`config.mk`:
```
export PLATFORM = sky130hd
export DESIGN_NAME = vdp_color_out
export DESIGN_NICKNAME = d
export VERILOG_FILES = /design/src/rtl/vdp_pkg.sv /design/src/rtl/vdp_cram.sv /design/src/rtl/vdp_color_out.sv
export SDC_FILE = /design/constraint.sdc
export NUM_CORES = 1
export LEC_CHECK = 0
export BUFFER_PORTS_ARGS = -buffer_cell sky130_fd_sc_hd__clkbuf_2
export CAP_MARGIN = 20
export CELL_PAD_IN_SITES_DETAIL_PLACEMENT = 2
export CELL_PAD_IN_SITES_GLOBAL_PLACEMENT = 2
export CORE_MARGIN = 4
export CORE_UTILIZATION = 43
export CTS_BUF_LIST = sky130_fd_sc_hd__clkbuf_16
export CTS_CLUSTER_DIAMETER = 120
export DETAILED_ROUTE_END_ITERATION = 10
export PLACE_DENSITY = 0.79
export SYNTH_ARGS = -nofsm -noshare
export SYNTH_HDL_FRONTEND = slang
export SYNTH_SLANG_ARGS = --single-unit
```
`constraint.sdc`:
```
create_clock -name clk -period 1.9 [get_ports clk]
set_input_delay 0.285 -clock clk [delete_from_list [all_inputs] [get_ports clk]]
set_output_delay 0.285 -clock clk [all_outputs]
set_load 0.05 [all_outputs]
```
`src/rtl/vdp_pkg.sv`:
```
// Shared constants for the VDP colour output path: CRAM byte layout, palette
// base for backdrop/sprite entries, pipeline depth and the channel expander.
package vdp_pkg;

    localparam int         PIPE_LATENCY  = 3;
    localparam logic [4:0] BACKDROP_BASE = 5'd16;
    localparam int         CRAM_BYTES    = 64;

    // Game Gear: even byte {G,R}, odd byte {-,B}; 4 bits per channel.
    localparam int GG_CH_W   = 4;
    localparam int GG_R_LSB  = 0;
    localparam int GG_G_LSB  = 4;
    localparam int GG_B_LSB  = 0;

    // SMS: one byte per entry {-,-,B,G,R}; 2 bits per channel.
    localparam int SMS_CH_W  = 2;
    localparam int SMS_R_LSB = 0;
    localparam int SMS_G_LSB = 2;
    localparam int SMS_B_LSB = 4;

    typedef struct packed {
        logic blank;
        logic hs;
        logic vs;
    } pipe_ctl_t;

    localparam pipe_ctl_t CTL_RESET = '{blank: 1'b1, hs: 1'b1, vs: 1'b1};

    // Output bit i (counted from the MSB) repeats source bit (i mod src_w),
    // so a narrow channel is replicated and a wide one keeps its MSBs.
    function automatic logic [7:0] expand_channel(input logic [7:0] src,
                                                  input int         src_w,
                                                  input int         cw);
        logic [7:0] res;
        res = '0;
        for (int i = 0; i < 8; i++) begin
            if (i < cw) begin
                res[3'(i)] = src[3'(src_w - 1 - ((cw - 1 - i) % src_w))];
            end
        end
        return res;
    endfunction

endpackage

```
`src/rtl/vdp_cram.sv`:
```
// Palette storage: 64x8 with one write port and two synchronous read ports.
// A read of the byte being written in the same cycle returns the new data.
module vdp_cram
    import vdp_pkg::*;
(
    input  logic       clk,
    input  logic       we,
    input  logic [5:0] waddr,
    input  logic [7:0] wdata,
    input  logic [5:0] raddr_a,
    input  logic [5:0] raddr_b,
    output logic [7:0] rdata_a,
    output logic [7:0] rdata_b
);

    logic [7:0] mem_q [CRAM_BYTES];
    logic [7:0] rdata_a_d, rdata_a_q;
    logic [7:0] rdata_b_d, rdata_b_q;

    always_comb begin
        rdata_a_d = mem_q[raddr_a];
        rdata_b_d = mem_q[raddr_b];
        if (we && (waddr == raddr_a)) rdata_a_d = wdata;
        if (we && (waddr == raddr_b)) rdata_b_d = wdata;
    end

    // Storage and read registers are deliberately not reset.
    always_ff @(posedge clk) begin
        if (we) mem_q[waddr] <= wdata;
        rdata_a_q <= rdata_a_d;
        rdata_b_q <= rdata_b_d;
    end

    assign rdata_a = rdata_a_q;
    assign rdata_b = rdata_b_q;

endmodule

```
`src/rtl/vdp_color_out.sv`:
```
// VDP colour output: palette index select, CRAM lookup and channel expansion
// in a fixed three-stage pipeline, with syncs delayed to match.
module vdp_color_out
    import vdp_pkg::*;
#(
    parameter int GG_MODE = 1,
    parameter int CW      = 4,
    parameter int WIN_X0  = 0,
    parameter int WIN_Y0  = 0,
    parameter int WIN_W   = 256,
    parameter int WIN_H   = 192
) (
    input  logic          clk,
    input  logic          rst_n,
    input  logic [9:0]    x,
    input  logic [9:0]    y,
    input  logic          de,
    input  logic          hs_in,
    input  logic          vs_in,
    input  logic [4:0]    bg_color,
    input  logic          bg_priority,
    input  logic [3:0]    spr_color,
    input  logic [3:0]    backdrop_idx,
    input  logic          mask_left8,
    input  logic          cram_we,
    input  logic [5:0]    cram_addr,
    input  logic [7:0]    cram_wdata,
    output logic [CW-1:0] vga_r,
    output logic [CW-1:0] vga_g,
    output logic [CW-1:0] vga_b,
    output logic          hs_out,
    output logic          vs_out,
    output logic          de_out
);

    localparam int SRC_W = (GG_MODE != 0) ? GG_CH_W : SMS_CH_W;

    logic [4:0]    idx_d, idx_q;
    pipe_ctl_t     ctl_d [PIPE_LATENCY];
    pipe_ctl_t     ctl_q [PIPE_LATENCY];
    int            xi, yi;
    logic          in_win, in_mask;
    logic [5:0]    cram_waddr, raddr_a, raddr_b;
    logic [7:0]    byte_a, byte_b;
    logic [7:0]    src_r, src_g, src_b;
    logic [CW-1:0] vga_r_d, vga_r_q, vga_g_d, vga_g_q, vga_b_d, vga_b_q;
    logic          unused_cram_bits;

    // Stage 1: palette index selection.
    always_comb begin
        xi      = int'(x);
        yi      = int'(y);
        in_win  = (xi >= WIN_X0) && (xi < WIN_X0 + WIN_W) &&
                  (yi >= WIN_Y0) && (yi < WIN_Y0 + WIN_H);
        in_mask = mask_left8 && ((xi - WIN_X0) < 8);
        idx_d   = bg_color;
        if (!in_win || in_mask) begin
            idx_d = BACKDROP_BASE + {1'b0, backdrop_idx};
        end else if ((spr_color != 4'd0) &&
                     !(bg_priority && (bg_color[3:0] != 4'd0))) begin
            idx_d = BACKDROP_BASE + {1'b0, spr_color};
        end
    end

    always_comb begin
        ctl_d[0] = '{blank: ~de, hs: hs_in, vs: vs_in};
        for (int i = 1; i < PIPE_LATENCY; i++) begin
            ctl_d[i] = ctl_q[i-1];
        end
    end

    // Stage 2: CRAM lookup. SMS has 32 bytes, so the top address bit is dropped.
    always_comb begin
        cram_waddr = (GG_MODE != 0) ? cram_addr : {1'b0, cram_addr[4:0]};
        raddr_a    = (GG_MODE != 0) ? {idx_q, 1'b0} : {1'b0, idx_q};
        raddr_b    = {idx_q, 1'b1};
    end

    vdp_cram u_cram (
        .clk     (clk),
        .we      (cram_we),
        .waddr   (cram_waddr),
        .wdata   (cram_wdata),
        .raddr_a (raddr_a),
        .raddr_b (raddr_b),
        .rdata_a (byte_a),
        .rdata_b (byte_b)
    );

    assign unused_cram_bits = ^byte_b[7:4];

    // Stage 3: field extraction and expansion; blank overrides the palette.
    always_comb begin
        if (GG_MODE != 0) begin
            src_r = 8'(byte_a[GG_R_LSB +: GG_CH_W]);
            src_g = 8'(byte_a[GG_G_LSB +: GG_CH_W]);
            src_b = 8'(byte_b[GG_B_LSB +: GG_CH_W]);
        end else begin
            src_r = 8'(byte_a[SMS_R_LSB +: SMS_CH_W]);
            src_g = 8'(byte_a[SMS_G_LSB +: SMS_CH_W]);
            src_b = 8'(byte_a[SMS_B_LSB +: SMS_CH_W]);
        end
        vga_r_d = CW'(expand_channel(src_r, SRC_W, CW));
        vga_g_d = CW'(expand_channel(src_g, SRC_W, CW));
        vga_b_d = CW'(expand_channel(src_b, SRC_W, CW));
        if (ctl_q[PIPE_LATENCY-2].blank) begin
            vga_r_d = '0;
            vga_g_d = '0;
            vga_b_d = '0;
        end
    end

    always_ff @(posedge clk or negedge rst_n) begin
        if (!rst_n) begin
            idx_q <= '0;
            for (int i = 0; i < PIPE_LATENCY; i++) begin
                ctl_q[i] <= CTL_RESET;
            end
            vga_r_q <= '0;
            vga_g_q <= '0;
            vga_b_q <= '0;
        end else begin
            idx_q <= idx_d;
            for (int i = 0; i < PIPE_LATENCY; i++) begin
                ctl_q[i] <= ctl_d[i];
            end
            vga_r_q <= vga_r_d;
            vga_g_q <= vga_g_d;
            vga_b_q <= vga_b_d;
        end
    end

    assign vga_r  = vga_r_q;
    assign vga_g  = vga_g_q;
    assign vga_b  = vga_b_q;
    assign hs_out = ctl_q[PIPE_LATENCY-1].hs;
    assign vs_out = ctl_q[PIPE_LATENCY-1].vs;
    assign de_out = ~ctl_q[PIPE_LATENCY-1].blank;

endmodule

```
==> impl_metrics.json <==
{
  "ant_nets": 0,
  "relSlewSlack_pct": 51.84,
  "drt-initial-drc-count": 629,
  "worstPathCellList": "buf_12 > mux4_2 > mux4_2 > nor2_2 > nor3_1",
  "powerDensity_nw_per_um2": 1054,
  "tightest_slew_ns": 0.7225,
  "cts_tree": "yes",
  "pre_cts_ws_ns": -0.1298,
  "gr-total-overflow": 0,
  "via_per_inst": 5.679,
  "drc": 0,
  "io_buffers": 60,
  "vias": 8643,
  "start_util_pct": 43.97,
  "insertion_delay_ns": 0.56,
  "cts_root_buf": "clkbuf_16",
  "setup_slack_ns": -0.1477,
  "path_buf_inv": 1,
  "track_usage_pct": 23.27,
  "fmax_mhz": 488.4,
  "grt_use_met1_pct": 29.64,
  "grt_pass1_vias": 9851,
  "critPathCaptureType": "flip-flop",
  "synth_cell_type_count": 43,
  "cp_slowest_cell": "mux4_2",
  "finalPower_mw": 20.95,
  "crit_top_cell": "mux4_2",
  "maxSlewViolCount": 0,
  "diodes": 0,
  "cts_buffer_depth": 3,
  "grt_busiest_layer": "met2",
  "period_minus_slack_ns": 2.048,
  "ios": 70,
  "htreeDepth": 2,
  "placementRows": 70,
  "hpwl_mm": 29.38,
  "firstDrtPassIters": 5,
  "ys_ff_latch": 419,
  "worst_ep_required_time_ns": 2.31,
  "cts_buffers": 45,
  "fin_crit_sh_pct": 107.8,
  "die_area_sq_um": 40880,
  "gp_congestion": 0.7462,
  "hp-class": "in -> reg",
  "hold_viol": 0,
  "n_fill_cell": 3186,
  "setup_viol": 11,
  "clock-sinks": 419,
  "violations": "negative setup slack",
  "status": "finished with violations",
  "peakVddDrop_mv": 0.5550,
  "grt_use_met2_pct": 42.14,
  "synth_nets": 839,
  "nets": 1036,
  "syn_to_final_growth_pct": 22.53,
  "antenna_found_initial": 1,
  "drv_cap": 0,
  "worstSetupStartpointType": "flip-flop",
  "fp.coreArea_sq_um": 36870,
  "yosysSeqAreaShare_pct": 76.31,
  "die_y_um": 202.2,
  "rsz0062_at_grt": "true",
  "drive_above_1_share_pct": 38.80,
  "p_leak_nw": 6.747,
  "clk_pin_slew_worst_paths_ns": 0.07,
  "syn-instance-count": 784,
  "grt_pass1_wl_mm": 69.79,
  "met3_usage_pct": 3.321,
  "die_x_um": 202.2,
  "grt_max_degree": 41,
  "syn_area_per_cell_sq_um": 20.68,
  "drt-total-wl_mm": 47.74,
  "skew_ns": 0.02714,
  "cp.arrival_ns": 2.46,
  "yosysWarnings": 0,
  "critical-path-top-delay-family": "multiplexers",
  "critPathMaxStageDelay_ns": 0.54,
  "crit_type": "reg -> reg",
  "wire_per_inst_um": 31.36,
  "netlist_area_sq_um": 16210,
  "critPathMaxFanout": 13
}
[routing by layer]
layer / vias up / wire length, um
met1: 4678 / 19200
met4: 0 / 1168
met5: - / 0
li1: 3608 / -
met3: 73 / 2021
met2: 284 / 25350
[flip-flops by register name, indices dropped and copies added (netlist names), named ones only]
register / flops
u_cram.rdata_b: 4
vs_out: 1
idx_q: 5
ctl_d: 6
hs_out: 1
vga_b: 4
vga_g: 4
vga_r: 4
ctl_q: 1
u_cram.mem_q: 384
[path summary, 6_finish.rpt]
| kind | start | endpoint | slack, ns | cells after the start |
|---|---|---|---|---|
| max | flip-flop | vga_g[3]$_DFF_PN0_ | -0.15 | 5 |
| min | spr_color[1] | idx_q[1]$_DFF_PN0_ | 0.08 | 3 |
| max reg2reg | flip-flop | vga_g[3]$_DFF_PN0_ | -0.15 | 5 |
| min reg2reg | ctl_d[0]$_DFF_PN1_ | vs_out$_DFF_PN1_ | 0.35 | 0 |
| max in group asynchronous | rst_n | ctl_d[4]$_DFF_PN1_ | 0.90 | 3 |
| min in group asynchronous | rst_n | vga_g[0]$_DFF_PN0_ | 0.32 | 2 |
[worst min-delay path, stage by stage]
cell      delay, ns
clkbuf_2       0.10
mux2i_1        0.07
o21ai_0        0.13
[cell type report]
type	instances	area, sq um	share of cell area, %
tap	504	630.6	3.174
clock inverter	37	342.8	1.726
clock buffer	47	1176	5.920
inverter	4	15.01	0.07558
multi-input combinational	320	3780	19.03
sequential	419	12380	62.31
timing repair buffer	191	1543	7.765
[power by group]
part	total (mW)	internal, mW	switching [mW]
logic	1.51	0.645	0.866
registers	10.3	10.2	0.0726
clock network	9.18	5.42	3.75
total	20.9	16.3	4.69
[per-stage QoR]
| step | hold WS, ns | setup TNS [ns] | util, % | cells | cell area (sq um) |
|---|---|---|---|---|---|
| final | 0.08343 | -1.205 | 53.88 | 1522 | 19870 |
| after floorplan | -0.01059 | 0 | - | 784 | 16220 |
| after CTS | 0.05588 | -1.087 | 53.35 | 1514 | 19670 |
| after global routing | 0.1390 | -1.689 | 53.88 | 1522 | 19870 |
| after detailed placement | 0.3496 | -1.271 | 48.38 | 1410 | 17840 |
| after global placement | 0.3456 | -0.2611 | 48.38 | 1410 | 17840 |
[synthesized netlist by cell type, drive strengths merged]
master  number  area, sq um
edfxtp     384        11530
mux4       101         2278
nor2        76        285.3
buf         27        186.4
mux2i       22        220.2
dfrtp       17        425.4
clkbuf      14        52.55
nand2       14        52.55
nor3        12        60.06
nand3       11        55.05
dfstp        9        236.5
dfxtp        9        180.2
nor2b        9        56.30
o21ai        9        45.04
a22o         8        70.07
mux2         6        67.56
o22ai        6        37.54
nand2b       5        31.28
o41ai        5        43.79
or3          5        31.28
inv          4        15.01
nand3b       4        30.03
xor2         4        35.03
o221a        3        33.78
a221o        2        20.02
a22oi        2        15.01
and2         2        12.51
nand4        2        12.51
nand4b       2        17.52
a21oi        1        5.000
and3         1        6.260
nor4         1        6.260
nor4b        1        8.760
o221ai       1        8.760
o31ai        1        7.510
o32ai        1        8.760
or3b         1        8.760
or4          1        7.510
xnor2        1        8.760
[cell usage in the layout, fill, tap and decap left out, types with 11 or more instances in the layout]
master,Yosys,routed
nand2_1,14,14
clkbuf_16,0,49
buf_12,0,14
mux4_2,100,101
buf_4,2,100
clkinv_1,0,15
dfrtp_1,17,16
clkbuf_2,0,60
edfxtp_1,384,384
nand3_1,11,11
mux2i_1,22,17
nor2_1,76,71
[timing repair]
item | 4_1_cts | 5_1_grt
hold buffers | 9 | 0
setup endpoints to repair | 12 | 12
gates resized for setup | 24 | 24
endpoints found under the hold margin | 25 | 0
gates cloned | 1 | 2
buffers inserted | 10 | 8
pin swaps | 2 | 9
[kinds of logic (layout without fill, tap and decap cells)]
group	Yosys count	count (layout)	share of synthesized area, %
and+or+nand+nor	147	147	4.206
DFF	419	419	76.31
buffers and inverters	45	279	1.566
AOI/OAI and AO/OA	39	39	1.821
xor gates and xnor gates	5	5	0.2701
muxes	129	129	15.83
Note: power is estimated with default switching activity, not from simulation.
